`config.mk`:
```
export PLATFORM = sky130hd
export DESIGN_NAME = approx_err_monitor_flat
export DESIGN_NICKNAME = d
export VERILOG_FILES = /design/src/rtl/approx_err_monitor_if.sv /design/src/rtl/approx_err_monitor.sv /design/src/flat_wrapper.sv
export SDC_FILE = /design/constraint.sdc
export NUM_CORES = 1
export LEC_CHECK = 0
export BUFFER_PORTS_ARGS = -buffer_cell sky130_fd_sc_hd__buf_2
export CAP_MARGIN = 20
export CORE_UTILIZATION = 53
export DETAILED_ROUTE_END_ITERATION = 16
export PLACE_DENSITY = 0.84
export SETUP_SLACK_MARGIN = 0.2
export SYNTH_ARGS = -nofsm -noshare
export SYNTH_HDL_FRONTEND = slang
export SYNTH_SLANG_ARGS = --single-unit
export TNS_END_PERCENT = 20
```
`constraint.sdc`:
```
create_clock -name clk -period 3.1 [get_ports clk]
set_input_delay 0.31 -clock clk [delete_from_list [all_inputs] [get_ports clk]]
set_output_delay 0.31 -clock clk [all_outputs]
set_load 0.01 [all_outputs]
```
`src/rtl/approx_err_monitor_if.sv`:
```
// Result-pair stream from the exact/approximate adder pair into the error monitor.
// The master is the adder harness; the slave is the monitor.
interface approx_err_monitor_if #(
    parameter int unsigned WIDTH = 16
);
    logic             in_valid;
    logic             in_ready;
    logic [WIDTH-1:0] y_exact;
    logic             cout_exact;
    logic [WIDTH-1:0] y_appr;
    logic             cout_appr;

    modport master (
        output in_valid,
        output y_exact,
        output cout_exact,
        output y_appr,
        output cout_appr,
        input  in_ready
    );

    modport slave (
        input  in_valid,
        input  y_exact,
        input  cout_exact,
        input  y_appr,
        input  cout_appr,
        output in_ready
    );
endinterface

```
`src/rtl/approx_err_monitor.sv`:
```
// Error-statistics checker for approximate adders: compares exact vs. approximate
// results and accumulates sample count, error count, sum and max of error distance.
module approx_err_monitor #(
    parameter int unsigned WIDTH = 16,
    parameter int unsigned CNT_W = 32,
    parameter int unsigned ACC_W = 48
) (
    input  logic                 clk,
    input  logic                 rst,
    input  logic                 start,
    input  logic [CNT_W-1:0]     n_samples,
    approx_err_monitor_if.slave  bus,
    output logic                 busy,
    output logic                 done,
    output logic [CNT_W-1:0]     sample_cnt,
    output logic [CNT_W-1:0]     err_cnt,
    output logic [ACC_W-1:0]     sum_ed,
    output logic [WIDTH:0]       max_ed
);

    localparam int unsigned RW = WIDTH + 1;

    typedef enum logic [1:0] {
        IDLE  = 2'd0,
        RUN   = 2'd1,
        DRAIN = 2'd2,
        DONE  = 2'd3
    } state_t;

    state_t           state;
    logic [CNT_W-1:0] target;
    logic [CNT_W-1:0] accepted;
    logic             ready_q;

    logic             s1_valid;
    logic [RW-1:0]    r_e;
    logic [RW-1:0]    r_a;
    logic             s2_valid;
    logic [RW-1:0]    ed_q;

    logic             fire_c;
    logic             last_c;
    logic [RW-1:0]    ed_c;
    logic [ACC_W:0]   sum_ext_c;

    assign bus.in_ready = ready_q;

    assign fire_c = bus.in_valid && ready_q;
    assign last_c = fire_c && ((accepted + CNT_W'(1)) == target);

    // Absolute difference of the full (carry-extended) results; never wraps.
    always_comb begin
        ed_c = '0;
        if (r_e >= r_a) begin
            ed_c = r_e - r_a;
        end else begin
            ed_c = r_a - r_e;
        end
    end

    // One extra bit catches accumulator overflow for saturation.
    assign sum_ext_c = {1'b0, sum_ed} + (ACC_W + 1)'(ed_q);

    always_ff @(posedge clk) begin
        if (rst) begin
            state      <= IDLE;
            target     <= '0;
            accepted   <= '0;
            ready_q    <= 1'b0;
            busy       <= 1'b0;
            done       <= 1'b0;
            s1_valid   <= 1'b0;
            r_e        <= '0;
            r_a        <= '0;
            s2_valid   <= 1'b0;
            ed_q       <= '0;
            sample_cnt <= '0;
            err_cnt    <= '0;
            sum_ed     <= '0;
            max_ed     <= '0;
        end else begin
            // Stage 1: capture the full results on each handshake.
            s1_valid <= fire_c;
            if (fire_c) begin
                r_e <= {bus.cout_exact, bus.y_exact};
                r_a <= {bus.cout_appr, bus.y_appr};
            end

            // Stage 2: register the error distance.
            s2_valid <= s1_valid;
            if (s1_valid) begin
                ed_q <= ed_c;
            end

            // Accumulate stage.
            if (s2_valid) begin
                sample_cnt <= sample_cnt + CNT_W'(1);
                err_cnt    <= err_cnt + CNT_W'(ed_q != '0);
                sum_ed     <= sum_ext_c[ACC_W] ? {ACC_W{1'b1}} : sum_ext_c[ACC_W-1:0];
                if (ed_q > max_ed) begin
                    max_ed <= ed_q;
                end
            end

            case (state)
                IDLE, DONE: begin
                    if (start) begin
                        sample_cnt <= '0;
                        err_cnt    <= '0;
                        sum_ed     <= '0;
                        max_ed     <= '0;
                        target     <= n_samples;
                        accepted   <= '0;
                        if (n_samples == '0) begin
                            state   <= DONE;
                            done    <= 1'b1;
                            busy    <= 1'b0;
                            ready_q <= 1'b0;
                        end else begin
                            state   <= RUN;
                            done    <= 1'b0;
                            busy    <= 1'b1;
                            ready_q <= 1'b1;
                        end
                    end
                end
                RUN: begin
                    if (fire_c) begin
                        accepted <= accepted + CNT_W'(1);
                    end
                    if (last_c) begin
                        state   <= DRAIN;
                        ready_q <= 1'b0;
                    end
                end
                DRAIN: begin
                    if (!s1_valid && !s2_valid) begin
                        state <= DONE;
                        busy  <= 1'b0;
                        done  <= 1'b1;
                    end
                end
                default: begin
                    state <= IDLE;
                end
            endcase
        end
    end

endmodule

```
`src/flat_wrapper.sv`:
```
// flat-port wrapper written by rule: the top's interface ports become plain ports
module approx_err_monitor_flat 
#(
    parameter int unsigned WIDTH = 16,
    parameter int unsigned CNT_W = 32,
    parameter int unsigned ACC_W = 48
)
  (clk, rst, start, n_samples, busy, done, sample_cnt, err_cnt, sum_ed, max_ed, bus_in_valid, bus_y_exact, bus_cout_exact, bus_y_appr, bus_cout_appr, bus_in_ready);
  approx_err_monitor_if #(.WIDTH(WIDTH)) bus_i ();
  input  logic clk;
  input  logic rst;
  input  logic start;
  input  logic [CNT_W-1:0] n_samples;
  output logic busy;
  output logic done;
  output logic [CNT_W-1:0] sample_cnt;
  output logic [CNT_W-1:0] err_cnt;
  output logic [ACC_W-1:0] sum_ed;
  output logic [WIDTH:0] max_ed;
  input wire logic [$bits(bus_i.in_valid)-1:0] bus_in_valid;
  input wire logic [$bits(bus_i.y_exact)-1:0] bus_y_exact;
  input wire logic [$bits(bus_i.cout_exact)-1:0] bus_cout_exact;
  input wire logic [$bits(bus_i.y_appr)-1:0] bus_y_appr;
  input wire logic [$bits(bus_i.cout_appr)-1:0] bus_cout_appr;
  output wire logic [$bits(bus_i.in_ready)-1:0] bus_in_ready;
  assign bus_i.in_valid = bus_in_valid;
  assign bus_i.y_exact = bus_y_exact;
  assign bus_i.cout_exact = bus_cout_exact;
  assign bus_i.y_appr = bus_y_appr;
  assign bus_i.cout_appr = bus_cout_appr;
  assign bus_in_ready = bus_i.in_ready;
  approx_err_monitor #(.WIDTH(WIDTH), .CNT_W(CNT_W), .ACC_W(ACC_W)) u_core (.clk(clk), .rst(rst), .start(start), .n_samples(n_samples), .bus(bus_i), .busy(busy), .done(done), .sample_cnt(sample_cnt), .err_cnt(err_cnt), .sum_ed(sum_ed), .max_ed(max_ed));
endmodule
```
; ---- Word level (Yosys, flattened, before mapping)
; Cells that the tools add are included.
[totals]
reg_bits = 251
latchBits = 0
ramBits = 0
romBits = 0
input_bits = 70
output_inout_bits = 132
word_cells = 80
n_memories = 0
[classes]
addsub = 6
multipliers = 0
div = 0
n_lt_le_gt_ge = 2
eq_ne = 8
n_shift = 0
mux = 33
n_bitwise = 0
n_reduce_logical = 16
[ops]
columns = cell, n
row1 = 32-bit 2-to-1 mux, 8
row2 = 48-bit 2-to-1 mux, 4
row3 = 17-bit 2-to-1 mux, 5
row4 = 32-bit by 1-bit adder with 32-bit output (second input constant), 2
row5 = 32-bit case mux with 2 select lines, 1
row6 = 48-bit by 17-bit adder with 49-bit output, 1
row7 = 17-bit subtractor, 2
row8 = 32-bit by 1-bit adder with 32-bit output, 1
row9 = 32-bit == test, 1
row10 = 32-bit logical NOT, 1
row11 = 17-bit >= comparator, 1
row12 = 17-bit greater-than comparator, 1
row13 = 17-bit nonzero test, 1
row14 = 3-bit AND reduction, 4
row15 = 2-bit 2-to-1 mux, 4
row16 = 1-bit 2-to-1 mux, 7
row17 = 2-bit by 1-bit inequality test with 1-bit output (second input constant), 3
row18 = 1-bit case mux with 2 select lines, 3
row19 = 2-bit case mux with 3 select lines, 1
row20 = 2-bit == test (second input constant), 2
row21 = 2-bit nonzero test, 2
row22 = 1-bit logical AND, 3
row23 = 2-bit by 1-bit == test with 1-bit output (second input constant), 1
row24 = 1-bit logical NOT, 2
row25 = 4 further kinds, 4

; ---- Longest topological paths before layout
; Gate-level depths: netlist (run 1).
[depth]
ltp_word = 5
mapped_depth = 14
depth_no_buf = 14

; ---- Worst setup path after synthesis (run 1)
; Ideal clock, no wire load.
[synth_timing]
kind = register -> register
start = reg u_core.accepted[0]
end = reg u_core.state[0]
setup_ns = 0.070
t_arrival_ns = 3.405
t_required_ns = 3.030
slack_ns = -0.376
path_stages_with_launch = 12
n_path_buf = 1
synth_period_minus_slack_ns = 3.476
path_cell_list = dfxtp_1 > ha_1 > nand3_2 > or4_1 > buf_2 > a2111oi_4 > nor2_1 > or4_1 > or4b_1 > o21a_1 > or3_1 > a21oi_1
[synth_via]
elab_chain_len = 5
[synth_rtl]
columns = element, line
row1 = start: declaration, approx_err_monitor.sv:32  ; logic [CNT_W-1:0] accepted;
row2 = start signal: assignment, approx_err_monitor.sv:129  ; accepted <= accepted + CNT_W'(1);
row3 = 32-bit by 1-bit adder with 32-bit output, approx_err_monitor.sv:49  ; assign last_c = fire_c && ((accepted + CNT_W'(1)) == target);
row4 = 32-bit == test, approx_err_monitor.sv:49
row5 = 1-bit logical AND, approx_err_monitor.sv:49
row6 = 2-bit by 1-bit inequality test with 1-bit output (no line), -
row7 = 3-bit AND reduction (no line), -
row8 = end signal: assignment, approx_err_monitor.sv:66  ; state <= IDLE;
row9 = end signal: assignment, approx_err_monitor.sv:115  ; state <= DONE;
row10 = end signal: assignment, approx_err_monitor.sv:120  ; state <= RUN;
row11 = end: declaration, approx_err_monitor.sv:30  ; state_t state;
; No other way between the ends.
; A chain may end at the register's enable or synchronous reset.

; ---- Final worst setup path (run 1)
[layout_timing]
start = reg u_core.accepted[1]
end = reg u_core.state[0]
; The elaborated chain is that of the path after synthesis.

==> out/results.ini, run 1 <==
[status]
status=complete, but fails checks
failed_checks=setup timing

[finish]
final_common_cell=nand2_1
drive_above_1_share=0.226
post-route-util=0.687
antenna-diode-count=0
fillerInstances=2119
syn2layout_area_growth_pct=27.1
final_cell_area_um2=17900
final_cell_mix=257 x nand2_1, 233 x dfxtp_1, 200 x buf_2
final_nets=2261

[power_and_ir_drop]
p_total_w=0.0119
p_leak_nw=7.54
p_per_area_nw_per_um2=664
peakVddDrop_mv=0.563

[critical_path]
crit_arrival_ns=3.71
crit_type=reg2reg
worstPathRequired_ns=3.58
worstSetupEndpointType=flop
path_max_fanout=7
critPathLaunchType=flop
rrSetupSlack_ns=-0.14

[timing]
finalCritPeriodShare=1.04
tightest_slew_ns=0.879
finalMaxSlewViolations=0
skew_ns=0.0128
tns_ns=-0.147
post-route-min-period_ns=3.24
setup_viol=2
max_freq_mhz=309
hold_violations=0
setup_ws_ns=-0.136
rsz0062_at_grt=yes
maxSlewHeadroom=0.414

[run]
max_cap_viol_count=0

[routing]
wl_per_cell_um=16.1
drt_first_iter_violations=947
drc=0
vias=14000
drtAntennaViolNets=0
routed_wl_um=39800
firstDrtPassIters=7
viasPerCell=5.66

[grt]
grt_max_degree=87
antenna_found_initial=0
grt_overflow_total=0
grt_pass1_vias=13000
grt_usage=0.281
grt_pass1_wl_um=62800

[clock_network]
clk_path_buf_depth=3
clk_latency_ns=0.56
cts_tree=built
cts_sinks=251
cts_buffers=28
root_buffer=clkbuf_16
clk_transition_reported_paths_ns=0.06
cts_max_level=1

[die]
coreArea_um2=26100
row_count=59
start_util=0.540
fp.dieH_um=165
die-area_um2=27200
die_x_um=165
ios=202

[logic_synthesis]
yosys_register_bits=251
ys_seq_area_frac=0.357
ys_types=72
netlist_area_um2=14100
synth_edf_count=0
yosys_most_used_dff=dfxtp_1
synth_warnings=0
async_reset_ff_frac=0
netlist_instances=1800
syn_area_per_cell_um2=7.82
syn_nets=1947

[place]
place_congestion=0.937
dp_hpwl_um=28900
placed_cell_area_um2=16300
portBuffers=201

[worst_hold_path]
min_path_type=in2reg

==> cell type report <==
class | instances | area, um^2 | share of cell area
clock buffer | 37 | 815 | 0.0455
clock inverter | 12 | 131 | 0.00734
inverter | 79 | 297 | 0.0166
multi-input combinational | 1369 | 8640 | 0.483
sequential | 251 | 5050 | 0.282
tap | 335 | 419 | 0.0234
timing repair buffer | 385 | 2540 | 0.142
==> where the power goes <==
part | switching [W] | total [W] | leakage (nW) | internal (W)
clock network | 0.00138 | 0.00338 | 0.471 | 0.00200
logic | 0.00278 | 0.00490 | 5.03 | 0.00212
registers | 0.000174 | 0.00360 | 2.04 | 0.00343
==> sequential cells by signal, indices dropped and copies added (netlist names) <==
signal	cells
u_core.sum_ed	48
u_core.target	32
u_core.ed_q	17
u_core.done	1
u_core.r_e	17
u_core.bus.in_ready	1
u_core.s2_valid	1
u_core.r_a	17
u_core.busy	1
u_core.sample_cnt	32
u_core.max_ed	17
u_core.s1_valid	1
u_core.state	2
u_core.accepted	32
u_core.err_cnt	32
==> layer usage <==
| layer | part of all wire | global-route usage | wire length [um] |
|---|---|---|---|
| met2 | 0.48 | 0.488 | 19000 |
| met5 | 0 | 0 | 0 |
| met3 | 0.062 | 0.0352 | 2450 |
| met4 | 0.027 | 0.0876 | 1060 |
| met1 | 0.43 | 0.359 | 17300 |
==> repair_timing <==
action | in CTS | in global routing
resized for setup | 30 | 33
hold endpoints to repair | 34 | 0
setup buffers | 5 | 4
gates cloned | 0 | 1
pin swaps | 9 | 8
hold buffers | 34 | 0
endpoints found under the setup margin | 41 | 65
==> synthesized netlist by cell type (all sizes together), types with 8 or more instances <==
cell / count / share of area
a211oi: 14 / 0.0075
a21o: 26 / 0.014
a21oi: 191 / 0.068
a311oi: 12 / 0.0075
a31oi: 16 / 0.0071
and2: 12 / 0.0053
and3: 41 / 0.018
and4: 9 / 0.0056
buf: 15 / 0.0050
clkbuf: 86 / 0.023
dfxtp: 251 / 0.36
ha: 74 / 0.066
inv: 79 / 0.021
mux2i: 21 / 0.015
nand2: 260 / 0.069
nand2b: 10 / 0.0044
nand3: 66 / 0.024
nand4: 34 / 0.016
nor2: 142 / 0.038
nor3: 36 / 0.013
nor4: 24 / 0.011
o2111ai: 8 / 0.0050
o211ai: 11 / 0.0059
o21ai: 104 / 0.037
or2: 8 / 0.0036
or3: 24 / 0.011
or4: 9 / 0.0051
xnor2: 55 / 0.034
xor2: 84 / 0.052
==> critical path: stages, from the launching register on <==
cell,delay (ns)
dfxtp_4,0.37
ha_4,0.15
nand3_4,0.08
or4_4,0.50
a2111oi_4,0.20
nor2_1,0.10
or4_1,0.47
or4b_4,0.56
o21a_1,0.21
or3_1,0.39
a21oi_2,0.14
==> worst paths after layout <==
kind	from	to	depth (start not counted)
setup reg to reg	u_core.accepted[1]	u_core.state[0]	10
hold / removal	n_samples[11]	u_core.target[11]	3
setup / recovery	u_core.accepted[1]	u_core.state[0]	10
hold reg to reg	u_core.r_a[16]	u_core.r_a[16]	2
==> metrics by stage <==
step | std cells | setup WS, ns | hold slack [ns]
after global routing | 2468 | -0.254 | 0.00670
after CTS | 2462 | -0.115 | 0.000220
after floorplan | 1800 | -0.0850 | 0.436
final | 2468 | -0.136 | 0.0110
after detailed placement | 2374 | -0.129 | 0.456
after global placement | 2374 | -0.0815 | 0.449
==> cell families after synthesis <==
kind of cell	after synthesis	synth area share
compound gates	430	0.182
xor+xnor	140	0.0881
buf+inv	180	0.0491
flops	251	0.357
fa+ha+maj	77	0.0700
simple gates	697	0.236
mux	25	0.0181
No activity file was read; power rests on OpenSTA's default activity.
==> run 2: changes to the inputs <==
ABC_AREA = 1   (was not set)
PLACE_DENSITY = 0.83   (was 0.84)
RECOVER_POWER = 25   (was not set)
==> run 2 against run 1 <==
  * The flow now finishes without violations
  * Power rose by 1.0%
  * Critical path depth rose by 3
  * Routed wire length rose by 11%
  * First-iteration DRC count rose by 19%
  * Cell count rose by 19%
==> out/results.ini, run 2 <==
[status]
status=finished, final reports clean

[timing]
finalCritPeriodShare=0.896  ; -0.148
post-route-min-period_ns=2.78  ; -0.459 ns
max_freq_mhz=360  ; +17%
skew_ns=0.0125  ; -0.000277 ns
hold_violations=0  ; unchanged
finalMaxSlewViolations=0  ; unchanged
rsz0062_at_grt=yes
tns_ns=0  ; +0.147 ns
setup_viol=0  ; -2
maxSlewHeadroom=0.0225  ; -0.392
tightest_slew_ns=1.47  ; +0.587 ns

[finish]
antenna-diode-count=0  ; unchanged
syn2layout_area_growth_pct=15.3
final_cell_mix=546 x nand2_1, 276 x inv_1, 274 x nor2_1
final_common_cell=nand2_1
final_cell_area_um2=17700  ; -1.4%
drive_above_1_share=0.101  ; -0.125
regMostFlops=u_core.sum_ed
fillerInstances=2690  ; +27%
largest_reg_flops=48  ; unchanged
final_nets=2675  ; +18%
post-route-util=0.628  ; -0.0583

[power_and_ir_drop]
p_sw_frac=0.387  ; +0.0230
p_total_w=0.0120  ; +1.0%
switching_power_w=0.00465  ; +7.4%
p_seq_frac=0.315  ; +0.012
comb_power_share=0.398  ; -0.014
p_int_w=0.00735  ; -2.6%
p_per_area_nw_per_um2=680  ; +2.4%
p_clk_frac=0.287  ; +0.002
p_leak_nw=7.48  ; -0.81%
peakVddDrop_mv=0.611  ; +8.6%

[clock_network]
cts_buffers=29  ; +3.6%
clk_latency_ns=0.56  ; about the same
clk_path_buf_depth=3  ; unchanged
clk_transition_reported_paths_ns=0.06  ; about the same
cts_tree=built
cts_max_level=1  ; unchanged
cts_sinks=251  ; unchanged
root_buffer=clkbuf_16

[grt]
grt_overflow_total=0  ; unchanged
grt_max_degree=70  ; -20%
antenna_found_initial=0  ; unchanged
grt_usage=0.295  ; +0.0140
grt_pass1_vias=15000  ; +15%
grt_pass1_wl_um=71200  ; +13%

[critical_path]
critPathLaunchType=flop
worstPathRequired_ns=3.52  ; -0.06 ns
path_max_fanout=10  ; +3
crit_arrival_ns=3.20  ; -0.51 ns
worstSetupEndpointType=flop
crit_type=reg2reg

[logic_synthesis]
synth_common_cells=547 x nand2_1, 277 x inv_1, 275 x nor2_1, 251 x dfxtp_1, 213 x a21oi_1
async_reset_ff_frac=0  ; unchanged
ys_types=48  ; -33%
synth_top_cell_area_share=0.328  ; -0.0286
yosys_register_bits=251  ; unchanged
yosysTopAreaCell=dfxtp_1
syn_area_per_cell_um2=6.53  ; -17%
synth_edf_count=0  ; unchanged
ys_seq_area_frac=0.328  ; -0.0286
netlist_instances=2344  ; +30%
syn_nets=2491  ; +28%
netlist_area_um2=15300  ; +8.7%
synth_warnings=0  ; unchanged
yosys_most_used_dff=dfxtp_1
synthTopCellsByArea=dfxtp_1 33%, nand2_1 13%, a21oi_1 7.0%
post-synth-top-count-cell=nand2_1

[die]
coreArea_um2=28100  ; +7.8%
start_util=0.545  ; +0.00469
die-area_um2=29600  ; +8.6%
die_x_um=172  ; +4.2%
row_count=61  ; +3.4%
fp.dieH_um=172  ; +4.2%
ios=202  ; unchanged

[place]
dp_hpwl_um=33600  ; +16%
place_congestion=0.956  ; +2.0%
portBuffers=201  ; unchanged
placed_cell_area_um2=16700  ; +2.6%

[routing]
viasPerCell=5.48  ; -3.2%
routed_wl_um=44200  ; +11%
wl_per_cell_um=15.1  ; -6.5%
drc=0  ; unchanged
drtAntennaViolNets=0  ; unchanged
vias=16100  ; +15%
drt_first_iter_violations=1129  ; +19%
firstDrtPassIters=5  ; -2

[run]
max_cap_viol_count=0  ; unchanged

[worst_hold_path]
min_path_type=in2reg

## run 2: changes by cell type after synthesis, sizes merged, moves of 21 or more
cell	change
xnor2	-25
o21ai	+74
nand2	+299
inv	+200
nand3	+101
nor2	+145
a21oi	+22
or3	-24
mux2i	-21
a21o	-22
xor2	-35
and3	-40
## run 2: metal layers
metal	vias up	routed length, um	GRT usage
met2	637	20300	0.505
met3	103	3880	0.0568
met4	0	1520	0.117
li1	8023	-	-
met1	7288	18500	0.363
met5	-	0	0
## run 2: per-stage QoR
step	worst slack, ns	hold WS (ns)	instances
3_3_place_gp	0.407	0.456	2870
6_report	0.323	0.0237	2929
2_1_floorplan	0.826	0.435	2344
3_5_place_dp	0.241	0.461	2870
5_1_grt	0.150	0.0262	2929
4_1_cts	0.223	0.00291	2924
## run 2: kinds of logic after synthesis
logic type | after synthesis | synth area share
simple gates | 1151 | 0.326
compound gates | 430 | 0.147
buf+inv | 355 | 0.0877
flops | 251 | 0.328
xor+xnor | 80 | 0.0468
fa+ha+maj | 77 | 0.0644
## run 2: layout make-up
class | instances | area [um^2] | area share
clock inverter | 6 | 61.3 | 0.00347
clock buffer | 48 | 917 | 0.0520
sequential | 251 | 5020 | 0.285
tap | 378 | 473 | 0.0268
inverter | 281 | 1060 | 0.0599
timing repair buffer | 227 | 1140 | 0.0645
multi-input combinational | 1738 | 8980 | 0.509
## run 2: path summary, 6_finish.rpt
kind                          from                end  slack (ns)  cells past startpoint
setup reg to reg    u_core.ed_q[0]  u_core.sum_ed[46]        0.32                     13
setup / recovery    u_core.ed_q[0]  u_core.sum_ed[46]        0.32                     13
hold / removal        n_samples[5]   u_core.target[5]        0.02                      3
hold reg to reg   u_core.target[4]   u_core.target[4]        0.47                      2
## run 2: timing repair
action | CTS | global route
hold buffers | 0 | 0
buffers inserted | 0 | 5
gates resized for setup | 0 | 7
endpoints found under the setup margin | 0 | 24
## run 2: worst max-delay path: stages (launching register included)
cell and delay [ns]:
dfxtp_1 0.36, ha_1 0.24, fa_1 0.42, nand2_1 0.11, nand2_1 0.07, o21ai_1 0.18, inv_1 0.10, a21oi_1 0.29
o21bai_1 0.16, nand2_1 0.07, o21ai_1 0.25, nand3b_1 0.27, nand2_1 0.07, a21oi_1 0.06
## run 2: power by group through the flow
stage | registers (W) | clock network (W) | logic (W)
floorplan | 0.00378 | 0 | 0.00348
global placement | 0.00382 | 0 | 0.00445
detailed placement | 0.00385 | 0 | 0.00450
CTS | 0.00378 | 0.00351 | 0.00453
global route | 0.00382 | 0.00366 | 0.00538
finish | 0.00378 | 0.00345 | 0.00477
==> run 3: changes to the inputs <==
RECOVER_POWER = not set   (was 25)
==> run 3 against run 2 <==
  * Final area grew 0.50%
  * Largest power group unchanged
  * Critical path depth is the same
  * Highest routed layer unchanged
  * Sequential share of layout area shrank 0.14 points
  * First-iteration DRC count shrank 0.18%
  * Critical endpoint unchanged
  * Clock skew grew 0.0037 ns
  * Register-to-register slack is essentially flat
  * Hold slack lost 0.0033 ns
  * Flip-flop and latch count is the same
  * Global-route usage is the same
==> out/results.ini, run 3 (same netlist as run 2, synthesis figures left out) <==
[clock_network]
hold_buffers=0  ; unchanged
cts_sinks=251  ; unchanged
clk_path_buf_depth=3  ; unchanged
cts_buffers=29  ; unchanged
root_buffer=clkbuf_16
clk_transition_reported_paths_ns=0.06  ; about the same
cts_max_level=1  ; unchanged
cts_tree=built
clk_latency_ns=0.56  ; about the same

[grt]
grt_pass1_vias=15000  ; unchanged
grt_max_degree=70  ; unchanged
grt_overflow_total=0  ; unchanged
antenna_found_initial=0  ; unchanged
grt_pass1_wl_um=71200  ; unchanged
grt_usage=0.295  ; unchanged

[finish]
drive_above_1_share=0.127  ; +0.0259
regMostFlops=u_core.sum_ed
final_cell_mix=546 x nand2_1, 276 x inv_1, 274 x nor2_1
final_common_cell=nand2_1
syn2layout_area_growth_pct=15.9
final_nets=2675  ; unchanged
antenna-diode-count=0  ; unchanged
fillerInstances=2648  ; -1.6%
largest_reg_flops=48  ; unchanged

[place]
dp_hpwl_um=33600  ; unchanged
pre_cts_ws_ns=0.241  ; unchanged
portBuffers=201  ; unchanged
place_congestion=0.956  ; unchanged

[timing]
tightest_slew_ns=0.870  ; -0.596 ns
skew_ns=0.0162  ; +0.00369 ns
maxSlewHeadroom=0.420  ; +0.397
post-route-min-period_ns=2.77  ; -0.00321 ns
finalMaxSlewViolations=0  ; unchanged
hold_violations=0  ; unchanged
finalCritPeriodShare=0.895  ; -0.00104
max_freq_mhz=360  ; +0.12%
setup_ws_ns=0.326  ; +0.00321 ns
setup_viol=0  ; unchanged
rsz0062_at_grt=yes
tns_ns=0  ; unchanged

[critical_path]
slowest_stage=fa_1
crit_type=reg2reg
critPathMaxStageDelay_ns=0.42  ; about the same
path_max_fanout=10  ; unchanged
critPathLaunchType=flop
r2r_start=u_core.ed_q[0]
crit_chain=ha_1 -> fa_1 -> nand2_1 -> nand2_1 -> o21ai_1 -> inv_1 -> a21oi_1 -> o21bai_1 -> nand2_1 -> o21ai_1 -> nand3b_1 -> nand2_1 -> a21oi_1
worstSetupEndpointType=flop
cpMostUsedCell=nand2_1
crit_arrival_ns=3.20  ; about the same
worstPathRequired_ns=3.52  ; about the same
crit_start=u_core.ed_q[0]

[die]
die_x_um=172  ; unchanged
ios=202  ; unchanged
die-area_um2=29600  ; unchanged
fp.dieH_um=172  ; unchanged
coreArea_um2=28100  ; unchanged
start_util=0.545  ; unchanged
row_count=61  ; unchanged

[routing]
drtAntennaViolNets=0  ; unchanged
drt_first_iter_violations=1127  ; -0.18%
drc=0  ; unchanged
wl_per_cell_um=15.1  ; about the same
vias=16100  ; +0.037%
routed_wl_um=44200  ; about the same
firstDrtPassIters=5  ; unchanged
viasPerCell=5.48  ; about the same

[power_and_ir_drop]
p_per_area_nw_per_um2=677  ; -0.48%
peakVddDrop_mv=0.608  ; -0.59%
p_leak_nw=7.77  ; +3.9%

[worst_hold_path]
min_path_type=in2reg
worstHoldStart=n_samples[5]

[status]
status=finished, final reports clean

[run]
max_cap_viol_count=0  ; unchanged

[run 3: path summary, 6_finish.rpt]
check                            to  slack (ns)  cells after the start
setup / recovery  u_core.sum_ed[46]        0.33                     13
hold reg to reg    u_core.target[4]        0.47                      2
hold / removal     u_core.target[5]        0.02                      3
setup reg to reg  u_core.sum_ed[46]        0.33                     13
[run 3: layer usage]
layer / track usage / wire length, um
met4: 0.117 / 1470
met1: 0.363 / 18400
met5: 0 / 0
met3: 0.0568 / 3810
met2: 0.505 / 20500
[run 3: cell type report]
class                           count  area [um^2]  area share
Timing Repair Buffer              227         1230      0.0691
Multi-Input combinational cell   1738         8980       0.506
Tap cell                          378          473      0.0267
Inverter                          281         1060      0.0596
Clock buffer                       48          917      0.0517
Sequential cell                   251         5020       0.283
Clock inverter                      6         61.3     0.00346
[run 3: through the flow]
stage	hold WS [ns]	total power [W]	instances	util	area (um^2)
after floorplan	0.435	0.00727	2344	-	15300
after global placement	0.456	0.00827	2870	0.595	16700
after detailed placement	0.461	0.00834	2870	0.595	16700
after CTS	0.00291	0.0118	2924	0.629	17700
after global routing	0.0262	0.0129	2929	0.632	17700
final	0.0204	0.0120	2929	0.632	17700
[run 3: power breakdown]
group | switching (W) | internal [W]
clock | 0.00136 | 0.00208
combinational | 0.00305 | 0.00173
sequential | 0.000236 | 0.00355
total | 0.00464 | 0.00736
[run 3: timing repair]
| action | 4_1_cts | 5_1_grt |
|---|---|---|
| endpoints found under the setup margin | 0 | 24 |
| gates resized for setup | 0 | 7 |
| setup buffers | 0 | 5 |
| hold endpoints to repair | 0 | 0 |
[run 3: critical path: cells and delay by family (launching register included)]
family	cells	cell delay (ns)
AOI/OAI and AO/OA	5	0.94
DFF	1	0.36
and+or+nand+nor	5	0.59
adders and majority gates	2	0.66
buffers and inverters	1	0.10
